**src/rtl/sel_rr_arbiter.sv**
```systemverilog
// sel_rr_arbiter: two-way round-robin arbiter driving a shared 2:1 selector.
// The grant owner steers sel, and its data is registered onto out with out_valid.
// While the other side is waiting, one owner can keep the path for at most
// MAX_HOLD consecutive cycles before the grant is forced across.
module sel_rr_arbiter #(
    parameter int DATA_W   = 1,
    parameter int MAX_HOLD = 4
) (
    input  logic              clk,
    input  logic              rst_n,
    input  logic              req_a,
    input  logic              req_b,
    input  logic [DATA_W-1:0] a,
    input  logic [DATA_W-1:0] b,
    output logic              gnt_a,
    output logic              gnt_b,
    output logic              sel,
    output logic [DATA_W-1:0] out,
    output logic              out_valid
);

    // hold_cnt holds 0..MAX_HOLD-1. Its width is sized for MAX_HOLD+1 values.
    localparam int HCW = $clog2(MAX_HOLD + 1);
    localparam logic [HCW-1:0] HOLD_LAST = HCW'(MAX_HOLD - 1);

    typedef enum logic [1:0] {
        IDLE  = 2'd0,
        GNT_A = 2'd1,
        GNT_B = 2'd2
    } state_t;

    state_t          state_reg, state_next;
    logic [HCW-1:0]  hold_reg, hold_next;
    // last_b_reg = 1 means B was granted most recently, so A wins the next tie.
    logic            last_b_reg, last_b_next;

    // State register: arbitration state, contention counter, and fairness pointer.
    always_ff @(posedge clk or negedge rst_n) begin
        if (!rst_n) begin
            state_reg  <= IDLE;
            hold_reg   <= '0;
            last_b_reg <= 1'b1;
        end else begin
            state_reg  <= state_next;
            hold_reg   <= hold_next;
            last_b_reg <= last_b_next;
        end
    end

    // Next-state logic: round-robin on ties, and a forced switch after MAX_HOLD contended cycles.
    always_comb begin
        state_next  = state_reg;
        hold_next   = hold_reg;
        last_b_next = last_b_reg;
        case (state_reg)
            IDLE: begin
                if (req_a && req_b) begin
                    state_next = last_b_reg ? GNT_A : GNT_B;
                end else if (req_a) begin
                    state_next = GNT_A;
                end else if (req_b) begin
                    state_next = GNT_B;
                end
            end
            GNT_A: begin
                if (req_a) begin
                    if (req_b) begin
                        if (hold_reg == HOLD_LAST) begin
                            state_next = GNT_B;
                        end else begin
                            hold_next = hold_reg + HCW'(1);
                        end
                    end else begin
                        // The other side stopped waiting, so contention starts over.
                        hold_next = '0;
                    end
                end else if (req_b) begin
                    state_next = GNT_B;
                end else begin
                    state_next = IDLE;
                end
            end
            GNT_B: begin
                if (req_b) begin
                    if (req_a) begin
                        if (hold_reg == HOLD_LAST) begin
                            state_next = GNT_A;
                        end else begin
                            hold_next = hold_reg + HCW'(1);
                        end
                    end else begin
                        hold_next = '0;
                    end
                end else if (req_a) begin
                    state_next = GNT_A;
                end else begin
                    state_next = IDLE;
                end
            end
            default: begin
                state_next = IDLE;
            end
        endcase

        // A fresh grant (from IDLE or a handover) restarts the count and moves the pointer.
        if ((state_next != state_reg) && (state_next != IDLE)) begin
            hold_next   = '0;
            last_b_next = (state_next == GNT_B);
        end
        if (state_next == IDLE) begin
            hold_next = '0;
        end
    end

    // Output decode: grants and select come straight from the state register.
    always_comb begin
        gnt_a = (state_reg == GNT_A);
        gnt_b = (state_reg == GNT_B);
        sel   = (state_reg == GNT_A);
    end

    // Datapath register: capture the owner's data. In IDLE, hold out and drop valid one edge later.
    always_ff @(posedge clk or negedge rst_n) begin
        if (!rst_n) begin
            out       <= '0;
            out_valid <= 1'b0;
        end else begin
            case (state_reg)
                GNT_A:   out <= a;
                GNT_B:   out <= b;
                default: out <= out;
            endcase
            out_valid <= (state_reg != IDLE);
        end
    end

endmodule

```
**config.mk**
```make
export PLATFORM = sky130hd
export DESIGN_NAME = sel_rr_arbiter
export DESIGN_NICKNAME = d
export VERILOG_FILES = /design/src/rtl/sel_rr_arbiter.sv
export SDC_FILE = /design/constraint.sdc
export NUM_CORES = 1
export LEC_CHECK = 0
export ABC_CLOCK_PERIOD_IN_PS = 2600
export BUFFER_PORTS_ARGS = -buffer_cell sky130_fd_sc_hd__buf_2
export CORE_MARGIN = 1.5
export CORE_UTILIZATION = 50
export DETAILED_ROUTE_END_ITERATION = 12
export GPL_TIMING_DRIVEN = 0
export PLACE_DENSITY = 0.81
export SLEW_MARGIN = 20
export SYNTH_ARGS = -nofsm -noshare
export SYNTH_HDL_FRONTEND = slang
export SYNTH_SLANG_ARGS = --single-unit
```
**constraint.sdc**
```tcl
create_clock -name clk -period 2.6 [get_ports clk]
set_input_delay 0.26 -clock clk [delete_from_list [all_inputs] [get_ports clk]]
set_output_delay 0.26 -clock clk [all_outputs]
set_load 0.005 [all_outputs]
```
==> impl_metrics.ini <==
[status]
status = completed

[worst_hold_path]
hold_path.startpoint = b
min_path_type = in2reg

[critical_path]
cp-start-kind = flip-flop
rr_startpoint = state_reg[1]
cp-end-kind = flip-flop
required_ps = 2760
worstSetupStartpoint = state_reg[1]
worstSetupPathType = reg2reg
arrival_ps = 2320
critPathMaxFanout = 7

[clocking]
cts_setup_buffers = 0
cts_buffer_depth = 2
numCtsBuffers = 3
clock_sinks = 8
path_clk_slew_ps = 50
cts_tree = yes
h-tree-depth = 1
cts_root_buffer = clkbuf_4
clk_latency_ps = 250

[power]
peakVddDrop_v = 0.000583
power_frac_comb = 0.593
cellPowerDensity_mw_per_mm2 = 1060
switching_share = 0.433
p_int_uw = 451
leakage_uw = 0.000338
seq_power_share = 0.282
pwr-share-clk = 0.125
p_sw_uw = 344

[placed_design]
io_buffer_count = 10
placed_area_um2 = 717
globalplace.congestion = 0.810
dpl.hpwl_mm = 1.03

[routing]
drt_iter0_drc = 10
vias_per_cell = 5.71
route.vias.total = 554
wire_per_inst_um = 13.3
drcViolationCount = 0
firstDrtPassIters = 4
routed_wirelength_mm = 1.29
ant_nets = 0

[synth]
netlist_area_um2 = 649
ys_top_cells_by_count = 7 x dfrtp_1, 6 x nor2_1, 5 x ha_1, 5 x inv_1
syn_area_per_cell_um2 = 9.55
yosysTopAreaCell = dfrtp_1
ys_ff_latch = 8
synthDistinctLibCells = 33
yosysWarningCount = 0
ys_seq_area_frac = 0.310
ys.flop_type = dfrtp_1
synth_top_area_frac = 0.270
async_flop_share = 1.00
synth-edff-count = 0
synth.most_common_cell = dfrtp_1
synth_nets = 79
synthesis.instances = 68
synth.top_cells.by_area = dfrtp_1 27%, ha_1 9.6%, mux2i_1 4.6%

[timing]
rsz0062_at_grt = no
min_period_ps = 2160
hold_viol = 0
slew_headroom = 0.736
finalClockSkew_ps = 0.762
setup_violations = 0
fin_crit_sh = 0.829
setup_tns_ps = 0
fmax_mhz = 464
finalMaxSlewViolations = 0
worst_pin_slew_ps = 394

[floorplanning]
die_h_um = 39.0
initial_core_util = 0.562
io_pins = 11
die_x_um = 39.0
die-area_mm2 = 0.00152
row_count = 12
core-area_mm2 = 0.00116

[cells_and_area]
final_layout_size_suffix_gt1_frac = 0.253
area_delta_synth_final_pct = 16.0
largest_reg_flops = 3
nets = 95
antennaDiodeCount = 0
fin_area_um2 = 753

[run]
drv_cap = 0

[global_route]
grt_max_degree = 11
antenna_found_initial = 0
track_usage = 0.228
grt_pass1_wl_mm = 2.20
grt_pass1_vias = 511
globalRoute.totalOverflow = 0
-- stage by stage --
step,instances,power [µW],worst slack [ps],hold slack (ps),util
after detailed placement,92,691,492,103,0.620
after global placement,92,676,523,105,0.620
after CTS,97,800,466,310,0.652
final,97,795,444,311,0.652
after floorplan,68,575,715,-35.6,-
after global routing,97,864,300,375,0.652
-- critical path, stage by stage, from the launching register on --
cell and delay [ps]:
dfrtp_1 460, inv_1 180, ha_1 280, or2b_1 300, a2111oi_4 360, or3_1 180, nand2_1 90, nor3_1 210
-- power by group through the flow --
| stage | combinational (µW) | clock [µW] | sequential, µW |
|---|---|---|---|
| 2_1_floorplan | 362 | 0 | 213 |
| 3_3_place_gp | 456 | 0 | 220 |
| 3_5_place_dp | 467 | 0 | 224 |
| 4_1_cts | 473 | 104 | 223 |
| 5_1_grt | 528 | 106 | 230 |
| 6_report | 471 | 99.7 | 224 |
-- cell type report --
cell class                      count  area, µm²
Buffer                              2       15.0
Fill cell                          97        403
Clock buffer                        4       26.3
Timing Repair Buffer               11       60.1
Sequential cell                     8        201
Multi-Input combinational cell     53        414
Tap cell                           14       17.5
Inverter                            5       18.8
-- metal layers --
metal | part of all wire | up-vias | wire (µm) | GRT usage
li1 | - | 276 | - | -
met1 | 0.46 | 254 | 593 | 0.282
met2 | 0.46 | 17 | 594 | 0.354
met3 | 0.045 | 7 | 58 | 0.0347
met4 | 0.033 | 0 | 43 | 0.164
met5 | 0 | - | 0 | 0
-- cell usage in the layout, fill, tap and decap left out --
cell,instances
a21bo_1,1
a2111oi_4,1
dlygate4sd3_1,1
nand2_1,4
dfstp_2,1
nand4_1,1
o21bai_1,1
mux2_2,1
a211oi_1,1
o21ai_0,1
nand3_1,3
nor3_1,4
or2b_1,1
o31a_1,1
o2111a_1,1
mux2i_1,3
or3_1,1
inv_1,5
nand2b_1,3
o21ai_2,1
o31ai_1,1
nor2_1,6
buf_4,2
dfrtp_1,7
a31oi_4,1
ha_1,5
a21oi_1,3
nor2b_1,1
a31o_1,1
a22oi_1,1
and3b_1,1
clkbuf_4,3
buf_2,10
clkbuf_1,1
a21o_1,1
a2bb2oi_2,1
nand3b_1,2
-- final timing paths --
check	to	slack, ps	depth (start not counted)
worst max-delay path	hold_reg[2]	440	7
min in group asynchronous	out_valid	360	2
worst max register to register	hold_reg[2]	440	7
worst min register to register	last_b_reg	540	2
worst min-delay path	out	310	3
max in group asynchronous	last_b_reg	2010	2
-- cell families (layout without fill, tap and decap cells) --
logic type	count (synthesis)	count (layout)	share of synthesized area
buffers and inverters	7	22	0.0520
adders and majority gates	5	5	0.0963
and+or+nand+nor	27	27	0.218
DFF	8	8	0.310
muxes	4	4	0.0636
AOI/OAI and AO/OA	17	17	0.260
-- what timing repair did --
item | 4_1_cts | 5_1_grt
hold buffers | 1 | 0
hold endpoints to repair | 7 | 0
setup endpoints to repair | 0 | 0
resized for setup | 0 | 0
(Power assumes the default switching activity.)
